`src/rtl/feature_read_ctrl.sv`:
```
// Feature-buffer read controller: walks W lines of W words out of ping-pong line
// buffers and flags the deliveries that complete a KxK convolution window.
`ifndef Tn
`define Tn 8
`endif
`ifndef FEATURE_WIDTH
`define FEATURE_WIDTH 8
`endif
`ifndef KERNEL_SIZE
`define KERNEL_SIZE 5
`endif

module feature_read_ctrl #(
   parameter int Tn            = `Tn,
   parameter int FEATURE_WIDTH = `FEATURE_WIDTH,
   parameter int KERNEL_SIZE   = `KERNEL_SIZE,
   parameter int ADDR_WIDTH    = 8
) (
   input  logic                  clk,
   input  logic                  rst_n,
   input  logic                  start,
   input  logic [2:0]            current_kernel_size,
   input  logic [7:0]            feature_size,
   input  logic [1:0]            buf_ready,
   output logic [1:0]            buf_release,
   output logic                  mem_rd_en,
   output logic [ADDR_WIDTH-1:0] mem_rd_addr,
   output logic                  input_buffer_select,
   output logic                  line_buffer_enable,
   output logic                  window_valid,
   output logic                  busy,
   output logic                  done
);

   typedef enum logic [2:0] {
      S_IDLE, S_WAIT_BUF, S_READ, S_RELEASE, S_FINISH
   } state_t;

   state_t     state_q, state_d;
   logic [7:0] w_q, w_d;
   logic [2:0] k_q, k_d;
   logic [7:0] line_cnt_q, line_cnt_d;
   logic [7:0] col_cnt_q, col_cnt_d;
   logic       rd_buf_q, rd_buf_d;
   logic       lbe_q, ibs_q, win_q, win_d;
   logic [7:0] w_m1, k_m1;

   // Word-width / kernel-limit parameters only size the datapath outside this block.
   logic unused_params;
   assign unused_params = (Tn > 0) ^ (FEATURE_WIDTH > 0) ^ (KERNEL_SIZE > 0);

   assign w_m1 = w_q - 8'd1;
   assign k_m1 = {5'd0, k_q} - 8'd1;

   always_ff @(posedge clk or negedge rst_n) begin
      if (!rst_n) begin
         state_q    <= S_IDLE;
         w_q        <= '0;
         k_q        <= '0;
         line_cnt_q <= '0;
         col_cnt_q  <= '0;
         rd_buf_q   <= 1'b0;
         lbe_q      <= 1'b0;
         ibs_q      <= 1'b0;
         win_q      <= 1'b0;
      end else begin
         state_q    <= state_d;
         w_q        <= w_d;
         k_q        <= k_d;
         line_cnt_q <= line_cnt_d;
         col_cnt_q  <= col_cnt_d;
         rd_buf_q   <= rd_buf_d;
         lbe_q      <= mem_rd_en;
         ibs_q      <= rd_buf_q;
         win_q      <= win_d;
      end
   end

   always_comb begin
      state_d     = state_q;
      w_d         = w_q;
      k_d         = k_q;
      line_cnt_d  = line_cnt_q;
      col_cnt_d   = col_cnt_q;
      rd_buf_d    = rd_buf_q;
      win_d       = 1'b0;
      buf_release = 2'b00;
      mem_rd_en   = 1'b0;
      mem_rd_addr = '0;
      done        = 1'b0;
      busy        = (state_q != S_IDLE);
      case (state_q)
         S_IDLE: begin
            if (start) begin
               w_d        = feature_size;
               k_d        = current_kernel_size;
               line_cnt_d = '0;
               col_cnt_d  = '0;
               rd_buf_d   = 1'b0;
               // Degenerate pass: nothing to read, just signal completion.
               if (feature_size == 8'd0 || current_kernel_size == 3'd0) state_d = S_FINISH;
               else                                                   state_d = S_WAIT_BUF;
            end
         end
         S_WAIT_BUF: begin
            if (buf_ready[rd_buf_q]) begin
               col_cnt_d = '0;
               state_d   = S_READ;
            end
         end
         S_READ: begin
            mem_rd_en   = 1'b1;
            mem_rd_addr = ADDR_WIDTH'(col_cnt_q);
            // Tagged now, presented one cycle later alongside the read data.
            win_d       = (line_cnt_q >= k_m1) && (col_cnt_q >= k_m1);
            if (col_cnt_q == w_m1) state_d = S_RELEASE;
            else                   col_cnt_d = col_cnt_q + 8'd1;
         end
         S_RELEASE: begin
            buf_release[rd_buf_q] = 1'b1;
            rd_buf_d   = ~rd_buf_q;
            line_cnt_d = line_cnt_q + 8'd1;
            if (line_cnt_d == w_q) state_d = S_FINISH;
            else                   state_d = S_WAIT_BUF;
         end
         S_FINISH: begin
            done    = 1'b1;
            state_d = S_IDLE;
         end
         default: state_d = S_IDLE;
      endcase
   end

   assign line_buffer_enable  = lbe_q;
   assign input_buffer_select = ibs_q;
   assign window_valid        = win_q;

endmodule

```
`config.mk`:
```
export PLATFORM = sky130hd
export DESIGN_NAME = feature_read_ctrl
export DESIGN_NICKNAME = d
export VERILOG_FILES = /design/src/rtl/feature_read_ctrl.sv
export SDC_FILE = /design/constraint.sdc
export NUM_CORES = 1
export LEC_CHECK = 0
export CAP_MARGIN = 20
export CORE_MARGIN = 2
export CORE_UTILIZATION = 50
export CTS_CLUSTER_DIAMETER = 100
export DETAILED_ROUTE_END_ITERATION = 10
export GPL_ROUTABILITY_DRIVEN = 0
export MAX_ROUTING_LAYER = met4
export PLACE_DENSITY = 0.73
export REMOVE_ABC_BUFFERS = 1
export SYNTH_ARGS = -nofsm -noshare
export SYNTH_HDL_FRONTEND = slang
export SYNTH_SLANG_ARGS = --single-unit
```
`constraint.sdc`:
```
create_clock -name clk -period 2.4 [get_ports clk]
set_input_delay 0.6 -clock clk [delete_from_list [all_inputs] [get_ports clk]]
set_output_delay 0.6 -clock clk [all_outputs]
set_load 0.03 [all_outputs]
```
-- Word-level counts from Yosys, hierarchy flattened
Index checks and enable logic that the tools add are counted.
- flip-flop bits (word level): 34
- input port bits: 16
- output and inout bits: 16
- logic and storage cells: 63
- add/sub/neg operators: 4
- $lt $le $gt $ge: 4
- eq/ne operators: 10
- multiplexer cells: 22
- bitwise logic cells: 1
- reductions and logical operators: 13
- operators with widths (kind ; count):
    $mux W8 ; 4
    $pmux W8 S3 ; 1
    $add A8 B1 Y8 const B ; 2
    $eq A8 B8 Y1 ; 2
    $ge A8 B8 Y1 ; 2
    $pmux W8 S2 ; 1
    $mux W3 ; 5
    $pmux W3 S4 ; 1
    $logic_not A8 Y1 ; 1
    $ne A2 B2 Y1 const B ; 4
    $sub A8 B1 Y8 const B ; 1
    $mux W1 ; 7
    $eq A3 B2 Y1 const B ; 2
    $logic_not A3 Y1 ; 2
    $reduce_bool A3 Y1 ; 2
    $reduce_and A2 Y1 ; 2
    $reduce_and A4 Y1 ; 1
    $sub A3 B1 Y4 const B ; 1
    $eq A3 B1 Y1 const B ; 1
    $eq A3 B3 Y1 const B ; 1
    $reduce_and A3 Y1 ; 1
    $logic_and A1 B1 Y1 ; 2
    $lt A1 B2 Y1 const B ; 1
    $mux W2 ; 1
    other kinds (6) ; 6

-- Depth between registers and ports, before layout
- depth after elaboration: 5
- gate-level depth with buffers: 11
- depth with buffers taken out: 9

-- Worst setup path after synthesis
OpenSTA, ideal clock, no wires.
- path type: reg2out
- start: reg state_q[0]
- end: out mem_rd_addr[1]
- arrival time: 1.880 ns
- data required time: 1.800 ns
- slack: -0.080 ns
- cell stages (with the launch flop): 7
- buffers on the path: 2
- cell sequence: dfrtp_1 nand2b_1 or2_2 clkbuf_1 inv_1 clkbuf_1 and2_1
- longest elaborated chain between the ends: 2
- ends and longest elaborated chain (element ; line ; source):
    start, declared ; 39 ; state_t state_q, state_d;
    start signal, assigned ; 67 ; state_q <= state_d;
    $eq A3 B2 Y1 ; 92 ; case (state_q)
    $mux W8 ; 92 ;
    end, declared ; 27 ; output logic [ADDR_WIDTH-1:0] mem_rd_addr,
Every way passes these cells.

-- Final worst setup path
- start: reg state_q[0]
- end: out mem_rd_addr[3]
Same word-level chain as after synthesis.

==> flow_metrics.py <==
metrics = {
    "setup_path": {
        "critPathCapture": "mem_rd_addr[3]",
        "critPathRequiredTime_ns": 1.80,
        "r2r_end": "window_valid",
        "worstSetupStartpointType": "flop",
        "cp-end-kind": "output pin",
        "worst-path-max-fanout": 8,
        "reg2reg_depth": 9,
        "r2r-start": "k_q[0]",
        "ff2ff_setup_slack_ns": 0.19,
        "setup.worst_path.start": "state_q[0]",
        "worstPathArrival_ns": 1.72,
        "critPathKind": "flop to output pin",
    },
    "sta": {
        "worstMarginPinSlew_ns": 0.599,
        "slew_violations": 0,
        "hold_viol": 0,
        "fin_worst_skew_ns": 0.00702,
        "setup_viol": 0,
        "relSlewSlack_pct": 59.9,
        "fin_crit_sh_pct": 96.8,
        "finalWorstSetupSlack_ns": 0.0766,
        "fmax_ghz": 0.430,
        "rsz0062_at_grt": "no",
        "setup_tns_ns": 0,
        "fin_crit_ns": 2.32,
        "hold_ws_ns": 0.463,
    },
    "place": {
        "io_buffers": 31,
        "placedCellCount": 358,
        "postPlaceCellArea_mm2": 0.00283,
        "dp_hpwl_um": 4160,
        "place_ws_ns": 0.135,
    },
    "cells_and_area": {
        "regArea_um2": 852,
        "fillCellCount": 396,
        "final_cells": 372,
        "fin_util_pct": 63.8,
        "n_antenna_cell": 0,
        "multi_input_area_mm2": 0.00148,
        "drive_gt1_share_pct": 16.7,
        "nets": 353,
        "stdcell_area_mm2": 0.00299,
        "area_growth_pct": 23.1,
    },
    "clock_tree": {
        "ctsLongestPathBuffers": 2,
        "clk_latency_ns": 0.29,
        "ctsHtreeMaxLevel": 2,
        "cts_made_buffers": 5,
        "cts_tree": "done",
        "cts_hold_buffers": 0,
        "clk_pin_slew_worst_paths_ns": 0.07,
        "cts-root-buf": "clkbuf_8",
        "cts_sinks": 34,
    },
    "synth": {
        "synth_cells": 270,
        "syn_area_per_cell_um2": 9.01,
        "synth_cell_types": 49,
        "synth_ff_type": "dfrtp_1",
        "yosys_warnings": 0,
        "async_flop_share_pct": 100,
        "synth.yosys.seq_area_share_pct": 35.0,
        "syn_area_mm2": 0.00243,
        "synth_enable_flop_cells": 0,
        "ys_ff_latch": 34,
    },
    "floorplanning": {
        "core_area_mm2": 0.00469,
        "rows": 25,
        "chipHeight_um": 73.7,
        "ios": 32,
        "start_util_pct": 51.8,
        "die-area_mm2": 0.00544,
        "fp.dieW_um": 73.7,
    },
    "drt": {
        "num_vias": 2125,
        "vias_per_cell": 5.71,
        "detail-route-antenna-nets": 0,
        "wl_um": 5760,
        "wl_per_cell_um": 15.5,
        "dr.pass1.iters": 4,
        "route.detailed.drc": 0,
        "first_iter_violations": 121,
    },
    "global_routing": {
        "grt_first_pass_wirelength_um": 9310,
        "grt_remaining_overflow": 0,
        "grt_pass1_vias": 1971,
        "grt_util_all_layers_pct": 23.1,
        "grt_max_degree": 35,
        "antenna_found_initial": 0,
    },
    "outcome": {
        "outcome": "completed",
    },
    "power": {
        "power.leakage_nw": 1.38,
        "total_power_mw": 3.21,
        "power_density_mw_per_mm2": 1070,
        "ir_drop_v": 0.000704,
    },
    "min_path": {
        "hp-class": "flop to flop",
    },
    "job": {
        "drv_cap": 0,
    },
}
[critical path, stage by stage, from the launching register on]
cell        delay, ns
dfrtp_1          0.38
nand2b_1         0.15
or2_2            0.33
buf_6            0.16
clkinvlp_4       0.11
and2_1           0.16
buf_6            0.14
[layout by cell type (no fill, tap or decap), drive strengths merged, types with 10 or more instances in the layout]
master | Yosys | routed
ha | 20 | 20
buf | 5 | 30
o21ai | 33 | 33
and2 | 10 | 10
clkdlybuf4s50 | 0 | 18
nor2 | 20 | 20
dfrtp | 34 | 34
xnor2 | 14 | 14
nand2 | 16 | 16
a21oi | 11 | 11
[Yosys cell counts (2+ instances only)]
library cell,n,area share (%)
a21o_1,4,1.2
a21oi_1,11,2.3
a31oi_1,3,0.77
and2_1,10,2.6
and3_1,3,0.77
buf_4,2,0.62
buf_6,2,0.93
clkbuf_1,6,0.93
clkbuf_2,2,0.41
dfrtp_1,34,35
ha_1,20,10
inv_1,9,1.4
mux2_2,8,3.7
nand2_1,16,2.5
nand2b_1,7,1.8
nand3_1,5,1.0
nand3b_1,3,0.93
nand4_1,4,1.0
nor2_1,20,3.1
nor2b_1,4,1.0
nor3_1,7,1.4
nor3b_1,3,0.93
nor4_1,5,1.3
o21ai_0,31,6.4
o21ai_1,2,0.41
o31ai_1,6,1.9
or3_1,3,0.77
xnor2_1,13,4.7
xor2_1,7,2.5
[power breakdown]
group / total (mW) / switching, mW / internal [mW] / leakage, nW
Sequential: 0.927 / 0.191 / 0.736 / 0.442
Clock: 0.439 / 0.208 / 0.231 / 0.0482
Combinational: 1.84 / 0.961 / 0.880 / 0.885
Total: 3.21 / 1.36 / 1.85 / 1.38
[sequential cells by signal, indices dropped and copies added (netlist names)]
register             cells
rd_buf_q                 1
state_q                  3
w_q                      8
k_q                      3
line_cnt_q               8
window_valid             1
input_buffer_select      1
col_cnt_q                8
line_buffer_enable       1
[kinds of logic (layout without fill, tap and decap cells)]
group           Yosys count  count (layout)  synth area share (%)
mux                       9               9                  4.12
compound gates           67              67                  16.7
flops                    34              34                  35.0
buf+inv                  22              70                  4.47
fa+ha+maj                20              20                  10.3
simple gates             97              97                  21.6
xor+xnor                 21              21                  7.87
[cell type report]
cell class,instances,area share (%)
clock buffers,7,2.88
repair inverters,1,0.251
flip-flops and latches,34,28.5
multi-input cells,214,49.4
clock inverters,1,0.167
repair buffers,52,15.3
inverters,9,1.25
well taps,54,2.26
[per-layer routing]
metal  track usage (%)  share of wire, %
met3              4.12               3.3
met1              29.8                47
met5                 -                 0
met2              36.8                49
met4              7.27               1.3
[how the worst min path moves through the flow]
stage              from             endpoint  cells past startpoint
2_1_floorplan     rst_n         col_cnt_q[0]                      0
3_3_place_gp   rd_buf_q  input_buffer_select                      0
3_5_place_dp   rd_buf_q  input_buffer_select                      0
4_1_cts        rd_buf_q  input_buffer_select                      0
5_1_grt        rd_buf_q  input_buffer_select                      0
6_report       rd_buf_q  input_buffer_select                      0
[repair_timing]
action                     in CTS  in global routing
setup endpoints to repair      10                 17
cloned                          0                  1
hold endpoints to repair        0                  0
setup buffers                   1                  4
gates resized for setup         4                  7
No activity file was read; power rests on OpenSTA's default activity.
